==> src/rtl/speech_vote_decider.sv <==
// speech_vote_decider: majority-votes per-frame keyword classes over a VAD window
// into a speech_rec command that is held for HOLD_CYCLES clocks.
module speech_vote_decider #(
   parameter int CNT_W       = 8,
   parameter int MIN_VOTES   = 4,
   parameter int MAX_FRAMES  = 200,
   parameter int HOLD_CYCLES = 16
) (
   input  logic       clk,
   input  logic       rst,
   input  logic       vad,
   input  logic       frame_valid,
   input  logic [1:0] frame_class,
   output logic [1:0] speech_rec,
   output logic       rec_valid,
   output logic       busy
);
   localparam int HW = $clog2(HOLD_CYCLES + 1);
   localparam logic [CNT_W-1:0] MIN_V = CNT_W'(MIN_VOTES);
   localparam logic [CNT_W-1:0] MAX_F = CNT_W'(MAX_FRAMES);
   localparam logic [HW-1:0] HOLD_LAST = HW'(HOLD_CYCLES - 1);

   typedef enum logic [2:0] {IDLE, COLLECT, DECIDE, HOLD, QUIET} state_t;

   state_t           state_q, state_d;
   logic [CNT_W-1:0] on_cnt_q, on_cnt_d, off_cnt_q, off_cnt_d;
   logic [CNT_W-1:0] oth_cnt_q, oth_cnt_d, frame_cnt_q, frame_cnt_d;
   logic [HW-1:0]    hold_cnt_q, hold_cnt_d;
   logic [1:0]       speech_rec_q, speech_rec_d;
   logic             rec_valid_q, rec_valid_d, busy_q, busy_d, take;

   function automatic logic [CNT_W-1:0] sat_inc(input logic [CNT_W-1:0] v);
      return (v == '1) ? v : v + CNT_W'(1);
   endfunction

   always_comb begin
      state_d      = state_q;
      on_cnt_d     = on_cnt_q;
      off_cnt_d    = off_cnt_q;
      oth_cnt_d    = oth_cnt_q;
      frame_cnt_d  = frame_cnt_q;
      hold_cnt_d   = hold_cnt_q;
      speech_rec_d = speech_rec_q;
      rec_valid_d  = 1'b0;
      take         = 1'b0;
      case (state_q)
         IDLE: begin
            on_cnt_d    = '0;
            off_cnt_d   = '0;
            oth_cnt_d   = '0;
            frame_cnt_d = '0;
            if (vad) begin
               state_d = COLLECT;
               take    = frame_valid;
            end
         end
         COLLECT: begin
            take    = vad & frame_valid;
            state_d = vad ? COLLECT : DECIDE;
         end
         DECIDE: begin
            speech_rec_d = (on_cnt_q > off_cnt_q && on_cnt_q >= MIN_V) ? 2'd1 :
                           (off_cnt_q > on_cnt_q && off_cnt_q >= MIN_V) ? 2'd2 : 2'd0;
            rec_valid_d  = 1'b1;
            hold_cnt_d   = HOLD_LAST;
            state_d      = HOLD;
         end
         HOLD: begin
            hold_cnt_d   = (hold_cnt_q == '0) ? hold_cnt_q : hold_cnt_q - HW'(1);
            speech_rec_d = (hold_cnt_q == '0) ? 2'd0 : speech_rec_q;
            state_d      = (hold_cnt_q != '0) ? HOLD : vad ? QUIET : IDLE;
         end
         QUIET: state_d = vad ? QUIET : IDLE;
         default: state_d = IDLE;
      endcase
      // class 3 falls into the "other" bucket so it can never vote
      if (take) begin
         frame_cnt_d = sat_inc(frame_cnt_d);
         on_cnt_d    = (frame_class == 2'd1) ? sat_inc(on_cnt_d) : on_cnt_d;
         off_cnt_d   = (frame_class == 2'd2) ? sat_inc(off_cnt_d) : off_cnt_d;
         oth_cnt_d   = (frame_class == 2'd0 || frame_class == 2'd3) ? sat_inc(oth_cnt_d) : oth_cnt_d;
         state_d     = (frame_cnt_d >= MAX_F) ? QUIET : state_d;
      end
      busy_d = (state_d != IDLE);
   end

   always_ff @(posedge clk) begin
      if (rst) begin
         state_q      <= IDLE;
         on_cnt_q     <= '0;
         off_cnt_q    <= '0;
         oth_cnt_q    <= '0;
         frame_cnt_q  <= '0;
         hold_cnt_q   <= '0;
         speech_rec_q <= 2'd0;
         rec_valid_q  <= 1'b0;
         busy_q       <= 1'b0;
      end else begin
         state_q      <= state_d;
         on_cnt_q     <= on_cnt_d;
         off_cnt_q    <= off_cnt_d;
         oth_cnt_q    <= oth_cnt_d;
         frame_cnt_q  <= frame_cnt_d;
         hold_cnt_q   <= hold_cnt_d;
         speech_rec_q <= speech_rec_d;
         rec_valid_q  <= rec_valid_d;
         busy_q       <= busy_d;
      end
   end

   assign speech_rec = speech_rec_q;
   assign rec_valid  = rec_valid_q;
   assign busy       = busy_q;
endmodule

==> config.mk <==
export PLATFORM = sky130hd
export DESIGN_NAME = speech_vote_decider
export DESIGN_NICKNAME = d
export VERILOG_FILES = /design/src/rtl/speech_vote_decider.sv
export SDC_FILE = /design/constraint.sdc
export NUM_CORES = 1
export LEC_CHECK = 0
export CORE_ASPECT_RATIO = 1.1
export CORE_MARGIN = 2
export CORE_UTILIZATION = 40
export CTS_BUF_LIST = sky130_fd_sc_hd__clkbuf_4 sky130_fd_sc_hd__clkbuf_8
export DETAILED_ROUTE_END_ITERATION = 10
export GPL_TIMING_DRIVEN = 0
export SYNTH_ARGS = -nofsm -noshare
export SYNTH_HDL_FRONTEND = slang
export SYNTH_SLANG_ARGS = --single-unit
==> constraint.sdc <==
create_clock -name clk -period 2.5 [get_ports clk]
set_input_delay 0.75 -clock clk [delete_from_list [all_inputs] [get_ports clk]]
set_output_delay 0.75 -clock clk [all_outputs]
set_load 0.01 [all_outputs]
==> qor.txt <==
result of the run -> finished, final reports clean
final hold vios -> 0
kind of critical path -> in2reg
RSZ-0062 raised after global routing -> false
DIE WIDTH -> 73.4 um
Critical Path AT -> 2.48 ns
main area contributors after synthesis -> dfxtp_1, ha_1, nor2_1
core area -> 0.00507 mm^2
area leader, netlist -> dfxtp_1
final WL -> 4.71 mm
initial antenna violation count -> 0
Synth Instances -> 245
Num CTS Buffers -> 5
Post-synth EDFFs -> 0
DR pass1 iterations -> 4
count leader, synth -> dfxtp_1
WP data required -> 2.67 ns
hold path depth -> 2
hold buffers post-CTS -> 0
row count -> 27
H-tree levels -> 2
Clock Latency Late Sink -> 0.29 ns
vias per inst -> 5.63
gr usage total -> 0.174
die area -> 0.00590 mm^2
Ys Warns -> 0
post-route ant nets -> 0
CP startpoint -> vad
PortBufs -> 9
Netlist cell types -> 53
grt ovf -> 0
period utilization -> 0.925
Startpoint Class -> input port
largest net degree at the start of global routing -> 11
Peak Freq -> 0.433 GHz
n_diodes -> 0
hold_ws -> 0.457 ns
Max Root-Sink Buffers -> 2
Critical R2R Launch -> state_q[2]
ratio of cells with drive above 1 in the final layout -> 0.125
post-synth top area share -> 0.340
Post-synth top cells -> dfxtp_1, nor2_1, nand2_1
flops & latches, synth -> 36
Hold Path End -> speech_rec[1]
DRC viols -> 0
post-synthesis cell area -> 0.00212 mm^2
DRT iter0 DRCs -> 140
Final Setup Violations -> 0
Final min period -> 2.31 ns
P per Cell Area -> 494 mW/mm^2
Leak -> 0.000833 uW
Seq/Total Area, Yosys -> 0.340
Crit Path Max Fanout -> 8
WL/cell -> 14.6 um
CTS tree -> done
Finished Layout Cells -> 323
gpl congestion -> 0.775
number of global-route vias before repair -> 1682
Pwr Total -> 1190 uW
Clock transition at path regs -> 0.08 ns
top_reg_cell synth -> dfxtp_1
fin. max-slew vios -> 0
setup TNS -> 0 ns
worst vdd ir -> 0.000215 V
max_cap viols -> 0
first-pass GRT wire length -> 7.94 mm
HP Start -> speech_rec[1]
Reg-to-Reg End -> off_cnt_q[3]
asr flop ratio synth -> 0
vias -> 1819
Clock Tree Root -> clkbuf_8
syn_area_per_cell -> 8.65 um^2
Ports -> 10
worst slew pin tran -> 0.611 ns
clock skew -> 0.00521 ns
Crit. End Element -> register
dpl cells -> 312
R2R cell count -> 9
max_slew headroom -> 0.587
area grow syn2layout -> 14.0%
final-stage net count -> 281
syn_nets -> 262
Initial Util -> 0.418
post-DP HPWL -> 3.37 mm
R2R Setup Slk -> 0.22 ns
Die H -> 80.3 um
Hold Path Class -> reg2reg
Sink Count -> 36
# fillers -> 503
-- registers in the layout, summed over array words and instances (netlist names) --
register,count
hold_cnt_q,5
rec_valid,1
busy,1
frame_cnt_q,8
on_cnt_q,8
speech_rec,2
off_cnt_q,8
state_q,3
-- repair_timing --
action,in CTS,in global routing
buffers inserted,0,2
resized for setup,0,1
setup endpoints to repair,0,6
-- per-stage QoR --
stage | instance area (um^2) | utilization | setup WS, ns
2_1_floorplan | 2120 | - | 0.315
3_3_place_gp | 2280 | 0.450 | -0.0892
5_1_grt | 2420 | 0.477 | 0.0212
4_1_cts | 2380 | 0.470 | 0.0965
6_report | 2420 | 0.477 | 0.188
3_5_place_dp | 2280 | 0.450 | -0.0904
-- cell type report --
type	instances	area (um^2)	area share
plain buffers	9	68.8	0.0285
clock buffers	8	97.6	0.0404
inverters	14	52.6	0.0218
multi-input cells	187	1300	0.538
flip-flops and latches	36	721	0.298
well taps	58	72.6	0.0300
repair buffers	11	105	0.0435
-- placed cells by master (no fill, tap or decap), types with 2 or more instances in the layout --
| cell type | n |
|---|---|
| nor3_4 | 2 |
| or3_1 | 4 |
| ha_1 | 11 |
| and2_1 | 2 |
| xnor2_1 | 4 |
| a22oi_1 | 2 |
| clkbuf_4 | 2 |
| mux2i_1 | 3 |
| o211ai_1 | 2 |
| buf_4 | 3 |
| clkdlybuf4s50_1 | 9 |
| a21oi_1 | 13 |
| dfxtp_1 | 36 |
| nor2_2 | 2 |
| nor4_1 | 3 |
| o311ai_4 | 2 |
| a31oi_1 | 2 |
| o31ai_1 | 2 |
| nor2b_1 | 2 |
| o21ai_0 | 10 |
| clkbuf_1 | 3 |
| nor2_1 | 33 |
| nor4_2 | 2 |
| clkbuf_8 | 6 |
| buf_6 | 4 |
| nand4_1 | 7 |
| a211oi_1 | 5 |
| inv_1 | 14 |
| nand2_1 | 19 |
| nand2b_1 | 6 |
| nand3_1 | 12 |
| xor2_1 | 6 |
| nor3_1 | 7 |
-- cells by family after synthesis --
logic type                 share of synthesized area
muxes                                         0.0142
AOI/OAI and AO/OA                              0.150
buffers and inverters                         0.0573
DFF                                            0.340
adders and majority gates                     0.0649
xor gates and xnor gates                      0.0413
and+or+nand+nor                                0.332
-- routing by layer --
layer | vias to the layer above | GRT usage | wire length, um
li1 | 925 | - | -
met1 | 860 | 0.232 | 2190
met2 | 27 | 0.281 | 2310
met3 | 7 | 0.0263 | 138
met4 | 0 | 0.0655 | 72
met5 | - | 0 | 0
-- worst max-delay path, stage by stage --
cell             delay [ns]
clkdlybuf4s50_1        0.55
and4bb_1               0.21
buf_4                  0.18
nand3b_4               0.16
nor4_2                 0.34
and4_1                 0.25
nor3_2                 0.04
-- worst max-delay path by stage --
stage                   end  cells after the start
6_report        on_cnt_q[6]                      7
5_1_grt        off_cnt_q[0]                     10
4_1_cts        off_cnt_q[3]                      9
3_5_place_dp    on_cnt_q[6]                      7
3_3_place_gp    on_cnt_q[6]                      7
2_1_floorplan  off_cnt_q[3]                      9
-- power by group --
group	total, uW	internal [uW]	leakage (uW)	switching, uW
clock network	464	247	0.0000523	217
registers	592	583	0.000291	8.34
logic	138	56.9	0.000489	81.5
total	1190	887	0.000833	307
Power figures use the tool's default switching activity.
